File: src/rtl/jpu_exec_ctrl.sv
// JPU execute/control stage.
// Takes one 16-bit instruction at a time over a valid/ready handshake, drives
// the 16x8 register file through read, execute and write-back, and reports
// flags, retire/illegal pulses and a running retired-instruction count.
module jpu_exec_ctrl #(
  parameter int DATA_W = 16,
  parameter int ADDR_W = 3,
  parameter int CNT_W  = 16
) (
  input  logic              clock,
  input  logic              reset,
  input  logic [15:0]       I_instr,
  input  logic              I_instr_valid,
  output logic              O_instr_ready,
  output logic              O_reg_en,
  output logic              O_reg_wr_en,
  output logic              O_reg_rd_en,
  output logic [ADDR_W-1:0] O_addrA,
  output logic [ADDR_W-1:0] O_addrB,
  output logic [DATA_W-1:0] O_wdata,
  input  logic [DATA_W-1:0] I_dataA,
  input  logic [DATA_W-1:0] I_dataB,
  output logic [1:0]        O_flags,
  output logic              O_retire,
  output logic              O_illegal,
  output logic              O_halted,
  output logic [CNT_W-1:0]  O_retired
);

  localparam logic [3:0] OP_NOP  = 4'h0;
  localparam logic [3:0] OP_ADD  = 4'h1;
  localparam logic [3:0] OP_SUB  = 4'h2;
  localparam logic [3:0] OP_AND  = 4'h3;
  localparam logic [3:0] OP_OR   = 4'h4;
  localparam logic [3:0] OP_XOR  = 4'h5;
  localparam logic [3:0] OP_NOT  = 4'h6;
  localparam logic [3:0] OP_SHL  = 4'h7;
  localparam logic [3:0] OP_SHR  = 4'h8;
  localparam logic [3:0] OP_LDI  = 4'h9;
  localparam logic [3:0] OP_HALT = 4'hF;

  localparam logic [CNT_W-1:0] CNT_ONE = {{(CNT_W-1){1'b0}}, 1'b1};

  typedef enum logic [2:0] {
    ST_IDLE,
    ST_READ,
    ST_EXEC,
    ST_WRITE,
    ST_HALT
  } state_t;

  state_t state;

  logic              ready_q;
  logic [3:0]        op_q;
  logic [ADDR_W-1:0] rd_q;

  logic [3:0]        in_op;
  logic [ADDR_W-1:0] in_rd;
  logic [ADDR_W-1:0] in_ra;
  logic [ADDR_W-1:0] in_rb;
  logic [7:0]        in_imm;

  logic [DATA_W:0]   alu_wide;
  logic [DATA_W-1:0] alu_res;
  logic              alu_carry;

  assign in_op  = I_instr[15:12];
  assign in_rd  = I_instr[11:9];
  assign in_ra  = I_instr[8:6];
  assign in_rb  = I_instr[5:3];
  assign in_imm = I_instr[7:0];

  // Ready is held low for as long as reset is asserted, even though the
  // registered idle flag is already set by the reset edge.
  assign O_instr_ready = ready_q && !reset;

  // ALU: result and carry for the latched opcode from the regfile read data.
  always_comb begin
    alu_wide  = '0;
    alu_res   = '0;
    alu_carry = 1'b0;
    case (op_q)
      OP_ADD: begin
        alu_wide  = {1'b0, I_dataA} + {1'b0, I_dataB};
        alu_res   = alu_wide[DATA_W-1:0];
        alu_carry = alu_wide[DATA_W];
      end
      OP_SUB: begin
        alu_res   = I_dataA - I_dataB;
        alu_carry = (I_dataA < I_dataB);
      end
      OP_AND: alu_res = I_dataA & I_dataB;
      OP_OR:  alu_res = I_dataA | I_dataB;
      OP_XOR: alu_res = I_dataA ^ I_dataB;
      OP_NOT: alu_res = ~I_dataA;
      OP_SHL: begin
        alu_res   = {I_dataA[DATA_W-2:0], 1'b0};
        alu_carry = I_dataA[DATA_W-1];
      end
      OP_SHR: begin
        alu_res   = {1'b0, I_dataA[DATA_W-1:1]};
        alu_carry = I_dataA[0];
      end
      default: begin
        alu_res   = '0;
        alu_carry = 1'b0;
      end
    endcase
  end

  // Sequencer: accepts instructions in IDLE and walks them through the
  // regfile read, execute and write-back cycles with registered outputs.
  always_ff @(posedge clock) begin
    if (reset) begin
      state       <= ST_IDLE;
      ready_q     <= 1'b1;
      op_q        <= '0;
      rd_q        <= '0;
      O_reg_en    <= 1'b0;
      O_reg_wr_en <= 1'b0;
      O_reg_rd_en <= 1'b0;
      O_addrA     <= '0;
      O_addrB     <= '0;
      O_wdata     <= '0;
      O_flags     <= 2'b00;
      O_retire    <= 1'b0;
      O_illegal   <= 1'b0;
      O_halted    <= 1'b0;
      O_retired   <= '0;
    end else begin
      O_reg_en    <= 1'b0;
      O_reg_wr_en <= 1'b0;
      O_reg_rd_en <= 1'b0;
      O_retire    <= 1'b0;
      O_illegal   <= 1'b0;
      case (state)
        ST_IDLE: begin
          if (I_instr_valid && ready_q) begin
            op_q <= in_op;
            rd_q <= in_rd;
            case (in_op)
              OP_NOP: begin
                O_retire  <= 1'b1;
                O_retired <= O_retired + CNT_ONE;
              end
              OP_ADD, OP_SUB, OP_AND, OP_OR, OP_XOR, OP_NOT, OP_SHL, OP_SHR: begin
                state       <= ST_READ;
                ready_q     <= 1'b0;
                O_reg_en    <= 1'b1;
                O_reg_rd_en <= 1'b1;
                O_addrA     <= in_ra;
                O_addrB     <= in_rb;
              end
              OP_LDI: begin
                state       <= ST_WRITE;
                ready_q     <= 1'b0;
                O_reg_en    <= 1'b1;
                O_reg_wr_en <= 1'b1;
                O_addrA     <= in_rd;
                O_wdata     <= {{(DATA_W-8){1'b0}}, in_imm};
                O_flags     <= {1'b0, (in_imm == 8'h00)};
                O_retire    <= 1'b1;
                O_retired   <= O_retired + CNT_ONE;
              end
              OP_HALT: begin
                state     <= ST_HALT;
                ready_q   <= 1'b0;
                O_retire  <= 1'b1;
                O_retired <= O_retired + CNT_ONE;
                O_halted  <= 1'b1;
              end
              default: begin
                O_illegal <= 1'b1;
              end
            endcase
          end
        end
        ST_READ: begin
          state <= ST_EXEC;
        end
        ST_EXEC: begin
          state       <= ST_WRITE;
          O_reg_en    <= 1'b1;
          O_reg_wr_en <= 1'b1;
          O_addrA     <= rd_q;
          O_wdata     <= alu_res;
          O_flags     <= {alu_carry, (alu_res == '0)};
          O_retire    <= 1'b1;
          O_retired   <= O_retired + CNT_ONE;
        end
        ST_WRITE: begin
          state   <= ST_IDLE;
          ready_q <= 1'b1;
        end
        ST_HALT: begin
          state <= ST_HALT;
        end
        default: begin
          state   <= ST_IDLE;
          ready_q <= 1'b1;
        end
      endcase
    end
  end

endmodule
File: config.mk
export PLATFORM = sky130hd
export DESIGN_NAME = jpu_exec_ctrl
export DESIGN_NICKNAME = d
export VERILOG_FILES = /design/src/rtl/jpu_exec_ctrl.sv
export SDC_FILE = /design/constraint.sdc
export NUM_CORES = 1
export LEC_CHECK = 0
export CAP_MARGIN = 25
export CORE_MARGIN = 2
export CORE_UTILIZATION = 50
export DETAILED_ROUTE_END_ITERATION = 7
export HOLD_SLACK_MARGIN = 0.1
export PLACE_DENSITY = 0.79
export SYNTH_ARGS = -nofsm -noshare
export SYNTH_HDL_FRONTEND = slang
export SYNTH_SLANG_ARGS = --single-unit
File: constraint.sdc
create_clock -name clock -period 4.5 [get_ports clock]
set_clock_uncertainty 0.15 [all_clocks]
set_input_delay 0.9 -clock clock [delete_from_list [all_inputs] [get_ports clock]]
set_output_delay 0.9 -clock clock [all_outputs]
set_load 0.005 [all_outputs]
==> results.yml, run 1 <==
yosys:
  netlist_area_sq_um: 5700
  synth_top_area_frac: 0.200
  synthCells: 740
  synth-seq-cells: 57
  ys_async_sr_fraction: 0
  syn_avg_cell_area_sq_um: 7.70
  synth_ff_type: "dfxtp_1"
  yosysWarnings: 0
  synth_nets: 845
  yosysTopAreaCell: "dfxtp_1"
  ys_types: 100
  synth_area_leaders: "dfxtp_1 20%, ha_1 11%, nor2_1 7.0%"
  synth-edff-count: 0
  ys_seq_area_frac: 0.200
power_and_ir_drop:
  pwr_density_cell_nw_per_um2: 285
  ir_worst_vdd_mv: 0.287
  power.leakage_nw: 2.79
die:
  design.core.area_sq_um: 11000
  die-width_microns: 111
  die-area_sq_um: 12300
  start_util: 0.519
  row_count: 38
  die_h_microns: 111
  ios: 98
cells_and_area:
  area_growth_pct: 23.3
  multi_input_area_sq_um: 4110
  layout.nets: 923
  layout-drive-gt1-share: 0.0948
  antenna_cells: 0
  seqCellArea_sq_um: 1140
  n_fill_cell: 992
clocking:
  cts_htree_levels: 3
  clockBufferDepth: 2
  hold_buffers: 0
  cts_tree: "done"
  clkSinkCount: 57
  post-cts-setup-buffer-count: 0
  numCtsBuffers: 9
  ctsResizeCount: 0
  cts-root-buf: "clkbuf_16"
  worstSkewPairLatency_ns: 0.33
  clk_pin_slew_ns: 0.05
sta:
  tns_ns: 0
  slew_headroom: 0.395
  tightest_slew_ns: 0.906
  layout_min_cycle_time_ns: 4.08
  hold_viol_final: 0
  worst_hold_slack_ns: 0.305
  fmax_ghz: 0.245
  rsz0062_at_grt: "false"
  final-max-slew-violation-count: 0
  setup_viol: 0
  finalCritPeriodShare: 0.908
placed_design:
  gp_congestion: 0.978
  hpwl_microns: 14600
  io_buffers: 97
setup_path:
  reg2reg_from: "op_q[0]"
  r2r_end: "O_flags[0]"
  cp-startpoint: "I_dataA[0]"
  start_kind: "input port"
  r2r_cells: 8
  ff2ff_setup_slack_ns: 1.10
  critPathCaptureType: "flop"
  cp_max_fo: 4
  worst-setup-path-type: "input port to flop"
  cp.required_ns: 4.57
  arrival_ns: 4.15
detailed_routing:
  drtIter0Drc: 576
  first_pass_iters: 5
  routed_wl_microns: 19400
  vias: 6042
  drc: 0
  via_per_inst: 6.27
  wl_per_cell_microns: 20.1
  ant_nets: 0
min_path:
  min-delay-start: "O_wdata[5]"
  hold_depth: 2
  hp-class: "flop to flop"
  hold_end: "O_wdata[5]"
grt:
  grt_pass1_wl_microns: 30600
  track_usage: 0.305
  grt_pass1_vias: 5751
  grt_overflow: 0
  grt_max_degree: 60
  antenna_found_initial: 0
flow_run:
  cap_violations: 0
run_status:
  outcome: "completed"
## registers in the layout, summed over array words and instances (netlist names), 2 cells and up
register,flops
rd_q,3
O_retired,16
state,3
O_addrA,3
O_addrB,3
op_q,4
O_flags,2
O_wdata,16
## how the worst max path moves through the flow
stage	slack, ns	depth (start not counted)	end
floorplan	1.09	13	O_flags[0]
global route	0.30	12	O_wdata[15]
global placement	0.30	11	O_flags[0]
CTS	0.46	12	O_flags[0]
finish	0.42	12	O_flags[0]
detailed placement	0.15	12	O_flags[0]
## layout make-up
cell class,count,area share
Tap cell,140,0.0249
Inverter,55,0.0294
Sequential cell,57,0.162
Timing Repair Buffer,114,0.156
Multi-Input combinational cell,581,0.584
Clock inverter,4,0.00730
Clock buffer,12,0.0365
## through the flow
step	instances	util	setup WS, ns	cell area [sq um]	power (mW)
finish	963	0.640	0.416	7030	2.01
global route	963	0.640	0.300	7030	2.10
CTS	963	0.640	0.464	7030	1.99
detailed placement	947	0.612	0.146	6720	1.30
global placement	947	0.612	0.302	6720	1.29
floorplan	740	-	1.09	5700	1.04
## power by group
part,switching [mW],internal (mW),leakage (nW)
clock,0.234,0.458,0.149
sequential,0.0406,0.536,0.463
combinational,0.428,0.308,2.18
## layer usage
layer	vias up	global-route usage	part of all wire	routed length, microns
li1	2826	-	-	-
met1	2911	0.397	0.43	8280
met2	266	0.510	0.48	9290
met3	39	0.0563	0.066	1280
met4	0	0.0975	0.027	516
met5	-	0	0	0
## placed cells by master, fill, tap and decap left out, drive strengths merged, types with 9 or more instances in the layout
cell / count
dfxtp: 57
nand3: 16
a21oi: 57
a22oi: 11
nor2: 110
o22ai: 9
mux2i: 25
xnor2: 11
nand2b: 15
clkbuf: 12
a31oi: 9
nor3: 22
xor2: 9
inv: 55
nand2: 41
o21ai: 31
clkdlybuf4s50: 96
ha: 52
a211oi: 15
buf: 18
o211ai: 16
## cell usage after synthesis (all sizes together) (15+ instances only)
| master | number |
|---|---|
| nor2 | 110 |
| a21oi | 57 |
| dfxtp | 57 |
| inv | 55 |
| ha | 52 |
| nand2 | 41 |
| o21ai | 31 |
| buf | 26 |
| mux2i | 25 |
| nor3 | 22 |
| clkbuf | 21 |
| nand3 | 16 |
| o211ai | 16 |
| a211oi | 15 |
| nand2b | 15 |
## critical path: stages
cell	delay, ns
clkdlybuf4s50_1	0.56
ha_1	0.25
inv_1	0.07
fa_1	0.40
and2b_1	0.26
o221ai_2	0.17
a211oi_2	0.41
o221ai_1	0.22
o221a_1	0.26
o21ai_0	0.30
nor2_1	0.09
a41o_1	0.26
## kinds of logic (layout without fill, tap and decap cells)
family / after synthesis / in the layout / share of synthesized area
muxes: 28 / 28 / 0.0518
xor gates and xnor gates: 20 / 20 / 0.0307
DFF: 57 / 57 / 0.200
and+or+nand+nor: 256 / 256 / 0.233
AOI/OAI and AO/OA: 222 / 222 / 0.282
buffers and inverters: 102 / 185 / 0.0795
adders and majority gates: 55 / 55 / 0.123
Power figures use the tool's default switching activity.
==> run 2: changes to the inputs <==
- MAX_ROUTING_LAYER: default -> met4
==> results.yml, run 2 (synthesis gave the netlist of run 1 again) <==
grt:
  grt_pass1_wl_microns: 30900
  track_usage: 0.317
  grt_overflow: 0
  antenna_found_initial: 0
  grt_max_degree: 60
  grt_pass1_vias: 5779
clocking:
  cts_tree: "done"
  clk_pin_slew_ns: 0.05
  numCtsBuffers: 9
  cts_htree_levels: 3
  cts-root-buf: "clkbuf_16"
  worstSkewPairLatency_ns: 0.33
  ctsResizeCount: 0
  hold_buffers: 0
  clkSinkCount: 57
  clockBufferDepth: 2
  post-cts-setup-buffer-count: 0
detailed_routing:
  drtIter0Drc: 664
  routed_wl_microns: 19400
  wl_per_cell_microns: 20.2
  drc: 0
  vias: 6034
  via_per_inst: 6.27
  ant_nets: 0
  first_pass_iters: 7
sta:
  tightest_slew_ns: 0.912
  slew_headroom: 0.392
  hold_viol_final: 0
  final-max-slew-violation-count: 0
  finalCritPeriodShare: 0.904
  rsz0062_at_grt: "false"
  tns_ns: 0
  fmax_ghz: 0.246
  layout_min_cycle_time_ns: 4.07
  setup_viol: 0
setup_path:
  cp.required_ns: 4.62
  cp_cell_sequence: "clkdlybuf4s50_1, inv_1, ha_1, inv_1, fa_1, or2b_4, a2111oi_4, o311ai_2, a211oi_1, a211o_1, o21bai_1, a32oi_1, and3_1, a41o_1"
  arrival_ns: 4.19
  worst-setup-path-type: "input port to flop"
  start_kind: "input port"
  path_delay_family: "compound AO/OA/AOI/OAI gates"
  slowest_delay_ns: 0.49
  critPathCaptureType: "flop"
  cp_max_fo: 5
  critPathBufInv: 3
  worst_path_most_repeated_cell: "inv_1"
  cpMaxStageDelayCell: "clkdlybuf4s50_1"
die:
  design.core.area_sq_um: 11000
  row_count: 38
  die-width_microns: 111
  ios: 98
  die-area_sq_um: 12300
  die_h_microns: 111
  start_util: 0.519
placed_design:
  io_buffers: 97
  dp_cells: 947
  placed_area_sq_um: 6720
  gp_congestion: 0.993
  hpwl_microns: 14500
power_and_ir_drop:
  ir_worst_vdd_mv: 0.194
  pwr_density_cell_nw_per_um2: 286
  power.leakage_nw: 2.78
run_status:
  outcome: "completed"
cells_and_area:
  design_area_sq_um: 7030
  layout.nets: 923
  area_growth_pct: 23.3
  layout-drive-gt1-share: 0.0960
  final_cell_mix: "106 x nor2_1, 96 x clkdlybuf4s50_1, 57 x dfxtp_1, 57 x a21oi_1, 54 x inv_1"
  antenna_cells: 0
  mostFrequentLayoutCell: "nor2_1"
  instances_no_fill: 963
  largestRegisters: "O_retired (16), O_wdata (16), op_q (4)"
flow_run:
  cap_violations: 0
min_path:
  hp-class: "flop to flop"
## run 2: cell types whose count changed in the layout (fill, tap and decap cells not counted)
cell        change
clkbuf_8        -1
clkbuf_1        -1
clkinv_4        +1
clkinvlp_4      +1
## run 2: power breakdown
group | internal (mW) | leakage (nW) | switching [mW]
logic | 0.308 | 2.18 | 0.430
registers | 0.536 | 0.463 | 0.0374
clock network | 0.444 | 0.145 | 0.254
## run 2: per-layer routing
metal,share of wire,up-vias,global-route usage
li1,-,2836,-
met1,0.42,2884,0.400
met2,0.47,274,0.524
met3,0.078,40,0.0470
met4,0.025,0,0.102
met5,0,-,-
## run 2: layout make-up
type	instances	area (sq um)
inverters	55	206
multi-input cells	581	4110
repair buffers	114	1090
flip-flops and latches	57	1140
well taps	140	175
clock inverters	6	67.6
fillers	952	3950
clock buffers	10	239
## run 2: worst paths after layout
path	from	to	slack, ns	cells past startpoint
setup reg to reg	op_q[0]	O_flags[0]	1.16	8
hold / removal	O_wdata[15]	O_wdata[15]	0.31	2
hold reg to reg	O_wdata[15]	O_wdata[15]	0.31	2
setup / recovery	I_dataA[0]	O_flags[0]	0.43	14
## run 2: stage by stage
| step | worst slack [ns] | hold WS (ns) | utilization | power, mW |
|---|---|---|---|---|
| 2_1_floorplan | 1.09 | 0.298 | - | 1.04 |
| 3_3_place_gp | 0.292 | 0.291 | 0.612 | 1.29 |
| 3_5_place_dp | 0.204 | 0.302 | 0.612 | 1.30 |
| 4_1_cts | 0.482 | 0.309 | 0.640 | 2.00 |
| 5_1_grt | 0.273 | 0.330 | 0.640 | 2.10 |
| 6_report | 0.432 | 0.308 | 0.640 | 2.01 |
## run 2: worst min-delay path: cells and delay by family (launching register included)
kind / cells / cell delay [ns]
flops: 1 / 0.31
simple gates: 1 / 0.05
compound gates: 1 / 0.05
==> run 3: changes to the inputs <==
- ABC_CLOCK_PERIOD_IN_PS: default -> 4500
==> results of run 3 <==
No change in the layout: final DEF, timing and power equal those of run 2.
